===== config.mk =====
export PLATFORM = sky130hd
export DESIGN_NAME = vector_lsu
export DESIGN_NICKNAME = d
export VERILOG_FILES = /design/src/rtl/vector_lsu.sv
export SDC_FILE = /design/constraint.sdc
export NUM_CORES = 2
export LEC_CHECK = 0
export BUFFER_PORTS_ARGS = -buffer_cell sky130_fd_sc_hd__buf_2
export CORE_AREA = 5 5 433 435
export CTS_CLUSTER_SIZE = 40
export DETAILED_ROUTE_END_ITERATION = 12
export DIE_AREA = 0 0 438 440
export PLACE_DENSITY = 0.58
export SLEW_MARGIN = 0
export SYNTH_ARGS = -nofsm -noshare
export SYNTH_HDL_FRONTEND = slang
export SYNTH_SLANG_ARGS = --single-unit

===== constraint.sdc =====
create_clock -name clk -period 41.7 [get_ports clk]
set_input_delay 8.34 -clock clk [delete_from_list [all_inputs] [get_ports clk]]
set_output_delay 8.34 -clock clk [all_outputs]
set_load 0.01 [all_outputs]

===== src/rtl/vector_lsu.sv =====
// Vector load/store unit: unit-stride, strided gather/scatter and scalar element
// access against a wide single-port RAM with a fixed read latency.
module vector_lsu #(
    parameter int LANES  = 8,
    parameter int ELEM_W = 32,
    parameter int ADDR_W = 14,
    parameter int RD_LAT = 2,
    localparam int LOG2L = $clog2(LANES),
    localparam int VW    = LANES * ELEM_W,
    localparam int EA_W  = ADDR_W + LOG2L,
    localparam int EB    = ELEM_W / 8
) (
    input  logic              clk,
    input  logic              reset,
    input  logic              req_valid,
    output logic              req_ready,
    input  logic              req_write,
    input  logic [1:0]        req_mode,
    input  logic [EA_W-1:0]   req_base,
    input  logic [15:0]       req_stride,
    input  logic [VW-1:0]     req_wdata,
    output logic              resp_valid,
    output logic [VW-1:0]     resp_data,
    output logic [ADDR_W-1:0] address_RAM,
    output logic [VW/8-1:0]   byteena_RAM,
    input  logic [VW-1:0]     readData_RAM,
    output logic [VW-1:0]     writeData_RAM,
    output logic              rden_RAM,
    output logic              wren_RAM
);

    typedef enum logic [1:0] {IDLE, ISSUE, DRAIN} state_t;

    // Tag that travels alongside each outstanding read beat.
    typedef struct packed {
        logic             valid;
        logic [LOG2L-1:0] lane;
        logic [LOG2L-1:0] idx;
    } rd_tag_t;

    state_t           state;
    logic             op_write;
    logic             op_unit;
    logic             op_strided;
    logic [15:0]      op_stride;
    logic [VW-1:0]    op_wdata;
    logic [EA_W-1:0]  cur_ea;
    logic [LOG2L-1:0] cur_idx;
    logic [VW-1:0]    result_buf;
    rd_tag_t          rd_pipe [RD_LAT];

    logic             issue_beat;
    logic             sel_unit;
    logic             sel_write;
    logic [EA_W-1:0]  sel_ea;
    logic [LOG2L-1:0] sel_idx;
    logic [VW-1:0]    sel_wdata;
    logic [ELEM_W-1:0] sel_elem;
    logic [VW/8-1:0]  beat_be;
    logic [VW-1:0]    beat_wdata;
    rd_tag_t          tail;
    logic [VW-1:0]    merged;
    logic             younger_busy;

    assign issue_beat = ((state == IDLE) && req_valid) ||
                        ((state == ISSUE) && op_strided && !(&cur_idx));

    // Beat 0 comes straight from the request; later beats step the captured address.
    always_comb begin
        sel_unit  = op_unit;
        sel_write = op_write;
        sel_ea    = cur_ea + EA_W'($signed(op_stride));
        sel_idx   = cur_idx + LOG2L'(1);
        sel_wdata = op_wdata;
        if (state == IDLE) begin
            sel_unit  = (req_mode == 2'b00);
            sel_write = req_write;
            sel_ea    = req_base;
            sel_idx   = '0;
            sel_wdata = req_wdata;
        end
        sel_elem   = sel_wdata[sel_idx*ELEM_W +: ELEM_W];
        beat_be    = '0;
        beat_be[sel_ea[LOG2L-1:0]*EB +: EB] = '1;
        beat_wdata = {LANES{sel_elem}};
        if (sel_unit) begin
            beat_be    = '1;
            beat_wdata = sel_wdata;
        end
    end

    assign tail = rd_pipe[RD_LAT-1];

    always_comb begin
        merged = result_buf;
        if (tail.valid) begin
            if (op_unit)
                merged = readData_RAM;
            else
                merged[tail.idx*ELEM_W +: ELEM_W] = readData_RAM[tail.lane*ELEM_W +: ELEM_W];
        end
        younger_busy = rden_RAM;
        for (int i = 0; i < RD_LAT - 1; i++)
            younger_busy = younger_busy | rd_pipe[i].valid;
    end

    always_ff @(posedge clk or posedge reset) begin
        if (reset) begin
            state         <= IDLE;
            req_ready     <= 1'b1;
            resp_valid    <= 1'b0;
            resp_data     <= '0;
            address_RAM   <= '0;
            byteena_RAM   <= '0;
            writeData_RAM <= '0;
            rden_RAM      <= 1'b0;
            wren_RAM      <= 1'b0;
            op_write      <= 1'b0;
            op_unit       <= 1'b0;
            op_strided    <= 1'b0;
            op_stride     <= '0;
            op_wdata      <= '0;
            cur_ea        <= '0;
            cur_idx       <= '0;
            result_buf    <= '0;
            // NOTE: the tag pipe is reset so reads in flight at reset are dropped.
            for (int i = 0; i < RD_LAT; i++)
                rd_pipe[i] <= '0;
        end else begin
            resp_valid <= 1'b0;
            rd_pipe[0] <= '{rden_RAM, cur_ea[LOG2L-1:0], cur_idx};
            for (int i = 1; i < RD_LAT; i++)
                rd_pipe[i] <= rd_pipe[i-1];
            if (tail.valid)
                result_buf <= merged;

            if (issue_beat) begin
                address_RAM   <= sel_ea[EA_W-1:LOG2L];
                byteena_RAM   <= beat_be;
                writeData_RAM <= sel_write ? beat_wdata : '0;
                rden_RAM      <= !sel_write;
                wren_RAM      <= sel_write;
                cur_ea        <= sel_ea;
                cur_idx       <= sel_idx;
            end

            case (state)
                IDLE: begin
                    if (req_valid) begin
                        op_write   <= req_write;
                        op_unit    <= (req_mode == 2'b00);
                        op_strided <= (req_mode == 2'b01);
                        op_stride  <= req_stride;
                        op_wdata   <= req_wdata;
                        result_buf <= '0;
                        req_ready  <= 1'b0;
                        state      <= ISSUE;
                    end
                end
                ISSUE: begin
                    if (!issue_beat) begin
                        rden_RAM      <= 1'b0;
                        wren_RAM      <= 1'b0;
                        byteena_RAM   <= '0;
                        writeData_RAM <= '0;
                        if (op_write) begin
                            resp_valid <= 1'b1;
                            req_ready  <= 1'b1;
                            state      <= IDLE;
                        end else begin
                            state <= DRAIN;
                        end
                    end
                end
                DRAIN: begin
                    // The final return is the only entry left once nothing younger is in flight.
                    if (tail.valid && !younger_busy) begin
                        resp_data  <= merged;
                        resp_valid <= 1'b1;
                        req_ready  <= 1'b1;
                        state      <= IDLE;
                    end
                end
                default: state <= IDLE;
            endcase
        end
    end

endmodule


=== Word level (Yosys, flattened, before mapping) ===
Index checks and enable logic that the tools add are counted.
W data, S select, Z words.

* Flip-flop bits (word level): 1129
* Output and inout bits: 562
* Word-level logic and storage cells: 98

* Add/subtract/negate cells: 4
* Eq/ne operators: 7
* Shifts and indexed selects: 6
* Mux-type cells: 40
* Bitwise logic cells: 2
* Reduce and logical (&&, ||, !) cells: 16

{| class="wikitable"
|+ Operators by type and width
! cell !! number
|-
| $mux W256 || 11
|-
| $shiftx A256 B9 Y32 || 2
|-
| $bwmux W256 || 1
|-
| $shift A32 B34 Y256 const A || 1
|-
| $shiftx A32 B34 Y256 || 1
|-
| $mux W32 || 4
|-
| $neg A5 Y34 || 1
|-
| $neg A8 Y34 || 1
|-
| $shift A4 B34 Y32 const A || 1
|-
| $shiftx A4 B34 Y32 const A || 1
|-
| $and A32 B32 Y32 || 1
|-
| $add A17 B17 Y17 || 1
|-
| $mux W17 || 1
|-
| $mux W1 || 15
|-
| $mux W2 || 4
|-
| $ne A2 B2 Y1 const B || 4
|-
| $pmux W2 S3 || 1
|-
| $reduce_and A3 Y1 || 2
|-
| $reduce_and A5 Y1 || 1
|-
| $eq A2 B1 Y1 const B || 2
|-
| $logic_and A1 B1 Y1 || 4
|-
| $logic_not A2 Y1 || 2
|-
| $reduce_and A2 Y1 || 2
|-
| $add A3 B1 Y3 const B || 1
|-
| 8 further kinds || 10
|}

=== Longest topological paths before layout ===
* Word-level depth: 9
* Mapped depth: 13

=== Least setup slack after synthesis ===
Ideal clock, no wire load.

* Path kind: input-to-reg
* Start point: input port req_mode[0]
* End point: register writeData_RAM[60]
* Data arrival time: 9.888 ns
* Required time: 41.622 ns
* Setup slack: 31.734 ns
* Stages: 8
* Cell sequence: or3b_1 > buf_2 > and2_1 > buf_6 > buf_6 > a221oi_4 > o221ai_2 > a21oi_1

* Cells in the longest elaborated chain, start to end: 7

{| class="wikitable"
|+ RTL lines
! element !! line !! text
|-
| from (decl) || 18 || <nowiki>input logic [1:0] req_mode,</nowiki>
|-
| $logic_not A2 Y1 * || 76 || <nowiki>sel_unit = (req_mode == 2'b00);</nowiki>
|-
| $mux W1 * || 75 || <nowiki>if (state == IDLE) begin</nowiki>
|-
| $mux W256 * || 86 || <nowiki>if (sel_unit) begin</nowiki>
|-
| $mux W256 * || 140 || <nowiki>writeData_RAM <= sel_write ? beat_wdata : '0;</nowiki>
|-
| $mux W256 * || 137 || <nowiki>if (issue_beat) begin</nowiki>
|-
| $mux W256 || 161 || <nowiki>if (!issue_beat) begin</nowiki>
|-
| $mux W256 * || 147 || <nowiki>case (state)</nowiki>
|-
| to (signal assigned) || 140 ||
|-
| to (decl) || 27 || <nowiki>output logic [VW-1:0] writeData_RAM,</nowiki>
|}

Every way passes the cells marked *; elsewhere a longest branch is shown, timed or not.
A chain may end at the register's enable or synchronous reset.

=== Worst setup path after layout ===
* Start point: input port req_valid
* End point: register result_buf[116]

* Cells in the longest elaborated chain, start to end: 2

{| class="wikitable"
|+ RTL lines
! element !! line !! text
|-
| from (decl) || 15 || <nowiki>input logic req_valid,</nowiki>
|-
| $mux W256 || 149 || <nowiki>if (req_valid) begin</nowiki>
|-
| $mux W256 || 147 ||
|-
| to (signal assigned) || 135 || <nowiki>result_buf <= merged;</nowiki>
|-
| to (decl) || 49 || <nowiki>logic [VW-1:0] result_buf;</nowiki>
|}

Every way passes these cells.

==> results.toml <==
[clock_network]
htree_levels = 4
cts_hold_buf = 0
post-cts-setup-buffers = 0
insertion_delay_ps = 800
cts.path.max_buffers = 3
cts_made_buffers = 132
tritoncts = "yes"
clkSlewWorstSetupHoldPaths_ps = 60
clk_root_buffer_cell = "clkbuf_16"
ctsResizeCount = 0
numClockSinks = 1115

[layout]
layout.cells.non_filler = 8996
fin_nets = 7046
layout_commonest_cell = "nand2_1"
final_cell_mix = "nand2_1, buf_2, dfrtp_1"
fill_cells = 18600
syn2layout_area_growth_pct = 22.0
design_area_mm2 = 0.0651
layout-drive-gt1-share_pct = 25.0

[synth]
syn_inst = 5614
synth_area_per_cell_um2 = 9.51
synth_area_leader_cell = "dfrtp_1"
synth_cell_types = 67
ys.flop_type = "dfrtp_1"
synth_top_area_share_pct = 52.2
synth_seq_cells = 1115
ys_warn_count = 0
postSynthNetCount = 6191
synth_area_leaders = "dfrtp_1, nand2_1, mux4_2"
synth-edff-count = 0
seq_area_frac_synth_pct = 52.3
synth_area_mm2 = 0.0534
synthArstFlopShare_pct = 100

[route]
drc_errors = 0
post_drt_wl_per_cell_um = 26.6
wl_um = 239000
drtPass1Iterations = 6
vias = 49400
drt-initial-drc-count = 5259
detail-route-antenna-nets = 0
via_per_inst = 5.49

[power_and_ir_drop]
peakVddDrop_v = 0.0000428
p_leak_nw = 31.6
p_per_area_mw_per_mm2 = 88.2

[critical_path]
reg2reg_slack_ps = 36150
critPathLaunchType = "input pin"
reg2reg_depth = 8
cp_common_cell = "buf_4"
critPathRequiredTime_ps = 42290
path_cells = "buf_2 > and2_4 > buf_4 > buf_4 > buf_4 > buf_4 > nor3_1"
slowest_stage = "buf_4"
critPathLaunch = "req_valid"
critPathMaxFanout = 85
critical-path-top-delay-family = "buffers and inverters"
path_buf_inv = 5
slowest_delay_ps = 940
endpoint_kind = "flip-flop"
worst-setup-path-type = "in2reg"
rr_startpoint = "state[0]$_DFFE_PP0P_"
critPathArrivalTime_ps = 12700
rr_endpoint = "result_buf[116]$_DFF_PP0_"

[hold_path]
hold_end = "rd_pipe[0]$_DFF_PP0_"
min-delay-start = "rd_pipe[7]$_DFF_PP0_"
min_path_cells = 0
hp-class = "reg2reg"

[placed_design]
gp_congestion = 0.900
placed_area_mm2 = 0.0608
place_inst = 8720
hpwl_um = 166000
port_buffers = 1112

[global_route]
grt_max_degree = 179
grt_pass1_wl_um = 344000
gr-total-overflow = 0
grt_pass1_vias = 48300
grt_usage_pct = 23.8
antenna_found_initial = 88

[timing]
min_period_ps = 12110
finalHoldViolCount = 0
drv_slew = 0
rsz0062_at_grt = "no"
relSlewSlack_pct = 17.8
fin_skew_ps = 32.0
tns_ps = 0
fmax_mhz = 82.6
finalCritPeriodShare_pct = 29.0
worst_pin_slew_ps = 1230
setup_violations = 0

[floorplan]
fp.dieW_um = 438
coreArea_mm2 = 0.183
rows = 157
io_pins = 1113
initial_core_util_pct = 29.2
die_area_mm2 = 0.193
die_h_um = 440

[run]
cap_violations = 0

[outcome]
outcome = "complete, no violations"
where the power goes:
part           internal, mW  switching [mW]  leakage [nW]
combinational         0.960            1.71          15.3
sequential             1.55           0.364          14.2
clock                 0.665           0.495          2.09
worst max path at each step:
stage                                       endpoint  depth (start not counted)
final                      result_buf[116]$_DFF_PP0_                          7
after global routing      resp_data[245]$_DFFE_PP0P_                          6
after CTS                  result_buf[182]$_DFF_PP0_                          7
after detailed placement   result_buf[120]$_DFF_PP0_                          7
after global placement     result_buf[121]$_DFF_PP0_                          7
after floorplan           address_RAM[0]$_DFFE_PP0N_                          1
per-layer routing:
| layer | part of all wire (%) | global-route usage (%) | vias up |
|---|---|---|---|
| li1 | - | - | 21500 |
| met3 | 8.1 | 5.58 | 552 |
| met2 | 49 | 39.8 | 2449 |
| met4 | 5.5 | 12.1 | 54 |
| met5 | 0.15 | 0 | - |
| met1 | 38 | 28.7 | 24800 |
sequential cells by signal, summed over array words and instances, names as in the netlist, 14 cells and up:
signal,cells
writeData_RAM,256
address_RAM,14
resp_data,256
rd_pipe,14
result_buf,256
op_stride,16
byteena_RAM,32
op_wdata,256
final cells by class:
class | instances | area (um^2) | area share [%]
sequential | 1115 | 27900 | 42.9
multi-input combinational | 3949 | 23300 | 35.8
timing repair buffer | 1190 | 6210 | 9.54
clock buffer | 177 | 3720 | 5.71
tap | 2385 | 2980 | 4.58
clock inverter | 49 | 503 | 0.772
inverter | 81 | 317 | 0.486
antenna | 50 | 125 | 0.192
through the flow:
stage          setup slack (ps)  util (%)  power (mW)  hold WS, ps
2_1_floorplan              1970         -        3.55          331
3_3_place_gp              28940      33.3        4.53          334
3_5_place_dp              28900      33.3        4.58          345
4_1_cts                   29770      35.6        5.76          358
5_1_grt                   29340      35.6        6.09          363
6_report                  29590      35.6        5.74          355
synthesized netlist by cell type (all sizes together) (3+ instances only):
library cell,instances
a211oi,71
a21o,50
a21oi,275
a221oi,6
a222oi,64
a22o,41
a22oi,3
a31oi,7
a32oi,25
and2,76
and3,5
and4,4
buf,108
clkbuf,361
dfrtp,1114
ha,25
inv,81
mux2,54
mux2i,108
mux4,124
nand2,1366
nand2b,8
nand3,9
nand3b,4
nor2,491
nor2b,4
nor3,136
nor3b,10
nor4,3
o21a,38
o21ai,421
o221ai,22
o22a,35
o22ai,295
o31ai,127
or3,12
xnor2,7
xor2,3
logic make-up (layout without fill, tap and decap cells):
family	count (synthesis)	after routing	share of synthesized area [%]
simple gates	2135	2135	16.1
compound gates	1492	1492	18.2
flops	1115	1115	52.3
buf+inv	550	1497	4.29
mux	286	286	8.40
fa+ha+maj	26	26	0.624
xor+xnor	10	10	0.164
other cells	0	50	0
worst register-to-register path, delay by kind of cell (launching register included):
family                   cells  cell delay (ps)
buffers and inverters        5             3470
AND/OR/NAND/NOR              2              980
adder cells (fa/ha/maj)      1              510
flip-flops                   1              410
(Power assumes the default switching activity.)
